### src/rtl/seq_mac.sv
// Sequential shift-and-add multiply-accumulate engine for one dot product.
// Operand pairs arrive on a valid/ready handshake, each is multiplied over
// WIDTH cycles, the product is accumulated, and the finished sum is offered
// downstream on a second valid/ready handshake. All adders are ripple-carry
// chains of fulladder cells.

// One-bit full adder cell.
module fulladder (
    input  logic x,
    input  logic y,
    input  logic cin,
    output logic s,
    output logic cout
);
    assign s    = x ^ y ^ cin;
    assign cout = (x & y) | (cin & (x ^ y));
endmodule

// N-bit ripple-carry adder built from fulladder cells, carry-in tied low.
module ripple_add #(
    parameter int N = 8
) (
    input  logic [N-1:0] x,
    input  logic [N-1:0] y,
    output logic [N-1:0] sum,
    output logic         cout
);
    logic [N:0] carry;

    assign carry[0] = 1'b0;

    for (genvar i = 0; i < N; i++) begin : g_bit
        fulladder u_fa (
            .x   (x[i]),
            .y   (y[i]),
            .cin (carry[i]),
            .s   (sum[i]),
            .cout(carry[i+1])
        );
    end

    assign cout = carry[N];
endmodule

module seq_mac #(
    parameter int WIDTH     = 4,
    parameter int ACC_WIDTH = 12
) (
    input  logic                 clk,
    input  logic                 rst,
    input  logic                 in_valid,
    output logic                 in_ready,
    input  logic [WIDTH-1:0]     a,
    input  logic [WIDTH-1:0]     b,
    input  logic                 in_last,
    output logic                 out_valid,
    input  logic                 out_ready,
    output logic [ACC_WIDTH-1:0] out_sum,
    output logic                 out_overflow
);
    typedef enum logic [1:0] {IDLE, MUL, ACC, DONE} state_t;

    localparam int CNT_W = (WIDTH > 1) ? $clog2(WIDTH) : 1;
    localparam logic [CNT_W-1:0] LAST_CNT = CNT_W'(WIDTH - 1);

    state_t                 state;
    logic [WIDTH-1:0]       a_lat;
    logic [WIDTH-1:0]       b_lat;
    logic                   last_lat;
    logic [CNT_W-1:0]       count;
    logic [2*WIDTH-1:0]     product;
    logic [ACC_WIDTH-1:0]   acc;
    logic                   overflow;

    logic [2*WIDTH-1:0]     partial;
    logic [2*WIDTH-1:0]     prod_next;
    logic                   prod_carry;
    logic [ACC_WIDTH-1:0]   acc_next;
    logic                   acc_carry;

    // Shifted multiplicand for the current multiplier bit, or zero if that bit is clear.
    always_comb begin
        // NOTE: default first so every path assigns partial and no latch is inferred.
        partial = '0;
        if (b_lat[count]) begin
            partial = {{WIDTH{1'b0}}, a_lat} << count;
        end
    end

    ripple_add #(.N(2*WIDTH)) u_prod_add (
        .x   (product),
        .y   (partial),
        .sum (prod_next),
        .cout(prod_carry)
    );

    ripple_add #(.N(ACC_WIDTH)) u_acc_add (
        .x   (acc),
        .y   (ACC_WIDTH'(product)),
        .sum (acc_next),
        .cout(acc_carry)
    );

    // The running product never exceeds (2^WIDTH-1)^2, so its adder cannot carry out.
    assert property (@(posedge clk) disable iff (rst) (state != MUL) || !prod_carry);

    assign out_sum      = acc;
    assign out_overflow = overflow;

    // Control FSM with registered handshake outputs and the datapath registers.
    always_ff @(posedge clk) begin
        if (rst) begin
            // NOTE: datapath registers are reset too, so an aborted operation leaves no residue.
            state     <= IDLE;
            in_ready  <= 1'b1;
            out_valid <= 1'b0;
            a_lat     <= '0;
            b_lat     <= '0;
            last_lat  <= 1'b0;
            count     <= '0;
            product   <= '0;
            acc       <= '0;
            overflow  <= 1'b0;
        end else begin
            // NOTE: non-blocking assignments so every register samples pre-edge values.
            case (state)
                IDLE: begin
                    if (in_valid) begin
                        a_lat    <= a;
                        b_lat    <= b;
                        last_lat <= in_last;
                        product  <= '0;
                        count    <= '0;
                        in_ready <= 1'b0;
                        state    <= MUL;
                    end
                end
                MUL: begin
                    product <= prod_next;
                    if (count == LAST_CNT) begin
                        state <= ACC;
                    end else begin
                        count <= count + 1'b1;
                    end
                end
                ACC: begin
                    acc <= acc_next;
                    if (acc_carry) begin
                        overflow <= 1'b1;
                    end
                    if (last_lat) begin
                        out_valid <= 1'b1;
                        state     <= DONE;
                    end else begin
                        in_ready <= 1'b1;
                        state    <= IDLE;
                    end
                end
                DONE: begin
                    if (out_ready) begin
                        acc       <= '0;
                        overflow  <= 1'b0;
                        out_valid <= 1'b0;
                        in_ready  <= 1'b1;
                        state     <= IDLE;
                    end
                end
                default: begin
                    state <= IDLE;
                end
            endcase
        end
    end
endmodule
### config.mk
export PLATFORM = sky130hd
export DESIGN_NAME = seq_mac
export DESIGN_NICKNAME = d
export VERILOG_FILES = /design/src/rtl/seq_mac.sv
export SDC_FILE = /design/constraint.sdc
export NUM_CORES = 1
export LEC_CHECK = 0
export ABC_CLOCK_PERIOD_IN_PS = 4140
export CORE_MARGIN = 5
export CORE_UTILIZATION = 49
export DETAILED_ROUTE_END_ITERATION = 10
export GPL_ROUTABILITY_DRIVEN = 0
export PLACE_DENSITY = 0.73
export SLEW_MARGIN = 0
export SYNTH_ARGS = -nofsm -noshare
export SYNTH_HDL_FRONTEND = slang
export SYNTH_SLANG_ARGS = --single-unit
### constraint.sdc
create_clock -name clk -period 4.14 [get_ports clk]
set_input_delay 0.621 -clock clk [delete_from_list [all_inputs] [get_ports clk]]
set_output_delay 0.621 -clock clk [all_outputs]
set_load 0.05 [all_outputs]
==> impl_metrics.ini <==
[sta]
worst_pin_slew_ns = 0.779
drv_slew = 0
min_period_over_period_pct = 94.0
max_freq_mhz = 257
fin_worst_skew_ns = 0.00471
grt_setup_unrepaired = false
setup_ws_ns = 0.249
max_slew_margin_pct = 48.0
fin_crit_ns = 3.89
setup_viol = 0
hold_viol_final = 0

[placed_design]
port-buffer-count = 27
place_ws_ns = -0.0241
dp_cells = 292
hpwl_mm = 2.72

[routing]
dr.first_iter.drc_count = 78
vias_per_cell = 5.19
first_pass_iters = 4
vias = 1553
drc_errors = 0
finalWirelength_mm = 3.78
wire_per_inst_um = 12.7
antenna_left = 0

[grt]
grt_pass1_wl_mm = 6.67
grt_use_total_pct = 15.5
grt_pass1_vias = 1538
grt_max_degree = 38
gr-total-overflow = 0
antenna_found_initial = 0

[power_and_ir_drop]
finalPower_w = 0.000672
p_per_area_nw_per_um2 = 283
ir_worst_vdd_v = 0.000175
power_leakage_nw = 0.802

[critical_path]
crit_type = reg2reg
crit_chain = ha_1, inv_1, fa_2, fa_2, fa_1, inv_1, fa_2, inv_2, fa_2, inv_2, fa_2, fa_2, ha_2, ha_1, ha_1, ha_1, a21oi_1, a2bb2oi_1, nor2_1
cp_num_buf_inv = 4
cp_max_fo = 3
cp-end-kind = flip-flop
startpoint_type = flip-flop
cp_slowest_cell = fa_2
worstPathArrival_ns = 4.06
worstSetupStartpoint = out_sum[0]$_SDFFE_PP0P_
crit_top_cell = fa_2
cp.required_ns = 4.31
cp_top_family = adder cells
max_stage_delay_ns = 0.38
r2r_start = out_sum[0]$_SDFFE_PP0P_

[yosys]
synth_area_leader_cell = dfxtp_1
synth_cells = 238
synth_area_leaders = dfxtp_1 (35%), fa_1 (12%), a21oi_1 (6.7%)
synthTopCellsByCount = dfxtp_1 (36), nand2_1 (36), a21oi_1 (28)
ys_seq_elements = 36
syn_area_per_cell_um2 = 8.76
ys_seq_area_share_pct = 34.6
syn-num-nets = 271
syn_area_um2 = 2080
yosys_warnings = 0
synth_edf_count = 0
netlist.area_leader.share_pct = 34.6
synth-async-reset-ratio_pct = 0
synth_cell_type_count = 34
synth-main-ff-cell = dfxtp_1

[layout]
area_growth_pct = 14.0
fin_util_pct = 58.6
antenna_cells = 0
fin_nets = 282
drive_gt1_share_pct = 11.2
stdcell_count = 299

[hold_path]
hp-class = reg2reg
hp-start = b_lat[1]$_SDFFE_PP0P_

[cts]
tritoncts = built
cts_sinks = 36
cts_made_buffers = 5
clkLatencyLatePin_ns = 0.29
root_buffer = clkbuf_8
ctsHtreeMaxLevel = 2
clk_pin_slew_ns = 0.07
postCtsHoldBufs = 0
ctsLongestPathBuffers = 2

[floorplan]
initial_core_util_pct = 51.4
dieArea_um2 = 5660
ioPinCount = 28
die_x_um = 75.2
die_h_um = 75.2
design.core.area_um2 = 4060
num_rows = 23

[status]
status = completed

[job]
maxCapViolCount = 0
## through the flow
| step | hold WS, ns | cell area, um^2 | setup TNS (ns) |
|---|---|---|---|
| after detailed placement | 0.473 | 2270 | -0.0241 |
| after global routing | 0.503 | 2380 | 0 |
| final | 0.477 | 2380 | 0 |
| after CTS | 0.483 | 2350 | 0 |
| after floorplan | 0.446 | 2080 | 0 |
| after global placement | 0.459 | 2270 | 0 |
## layout make-up
cell class | instances | area [um^2]
Sequential cell | 36 | 722
Clock buffer | 6 | 72.6
Tap cell | 50 | 62.6
Inverter | 18 | 67.6
Fill cell | 385 | 1680
Multi-Input combinational cell | 156 | 1140
Timing Repair Buffer | 32 | 308
Clock inverter | 1 | 5.00
## what timing repair did
action / 4_1_cts / 5_1_grt
pin swaps: 0 / 3
buffers inserted: 0 / 0
setup endpoints to repair: 1 / 4
resized for setup: 1 / 10
## path summary, 6_finish.rpt
kind,end,slack [ns],depth (start not counted)
setup / recovery,out_overflow$_SDFFE_PP0P_,0.25,19
hold / removal,b_lat[1]$_SDFFE_PP0P_,0.48,2
setup reg to reg,out_overflow$_SDFFE_PP0P_,0.25,19
hold reg to reg,b_lat[1]$_SDFFE_PP0P_,0.48,2
## logic make-up after synthesis
kind of cell               synth area share [%]
AOI/OAI and AO/OA                          14.5
muxes                                      3.12
adders and majority gates                  16.7
and+or+nand+nor                            19.2
DFF                                        34.6
buffers and inverters                      11.9
## layer usage
| metal | track usage [%] | routed length (um) | share of wire, % | vias to the layer above |
|---|---|---|---|---|
| li1 | - | - | - | 795 |
| met1 | 20.1 | 1780 | 47 | 730 |
| met2 | 24.7 | 1790 | 47 | 21 |
| met3 | 4.54 | 161 | 4.3 | 7 |
| met4 | 5.44 | 49 | 1.3 | 0 |
| met5 | 0 | 0 | 0 | - |
## flip-flops by register name, summed over array words and instances, names as in the netlist
signal / cells
state: 2
out_valid: 1
out_overflow: 1
count: 2
b_lat: 4
out_sum: 12
in_ready: 1
a_lat: 4
product: 8
last_lat: 1
## where the power goes
part            total, W  switching (W)  internal [W]
clock           0.000235       0.000121      0.000114
sequential      0.000366      0.0000105      0.000355
combinational  0.0000711      0.0000371     0.0000340
total           0.000672       0.000168      0.000504
## placed cells by master (no fill, tap or decap), types with 3 or more instances in the layout
master,count
buf_4,5
ha_1,6
fa_2,6
nand2_1,36
fa_1,7
nor2b_1,3
inv_1,16
nand3_1,6
a21oi_1,28
nor2_1,8
a31oi_1,6
clkbuf_8,5
o21ai_0,16
nand2b_1,6
nand3b_1,3
clkdlybuf4s50_1,27
dfxtp_1,35
nor3b_1,6
## worst register-to-register path, delay by kind of cell (launching register included)
family / cells / cell delay [ns]
adder cells (fa/ha/maj): 12 / 2.87
AO/OA/AOI/OAI: 2 / 0.30
flip-flops: 1 / 0.32
buffers and inverters: 4 / 0.25
AND/OR/NAND/NOR: 1 / 0.05
No activity file was read; power rests on OpenSTA's default activity.
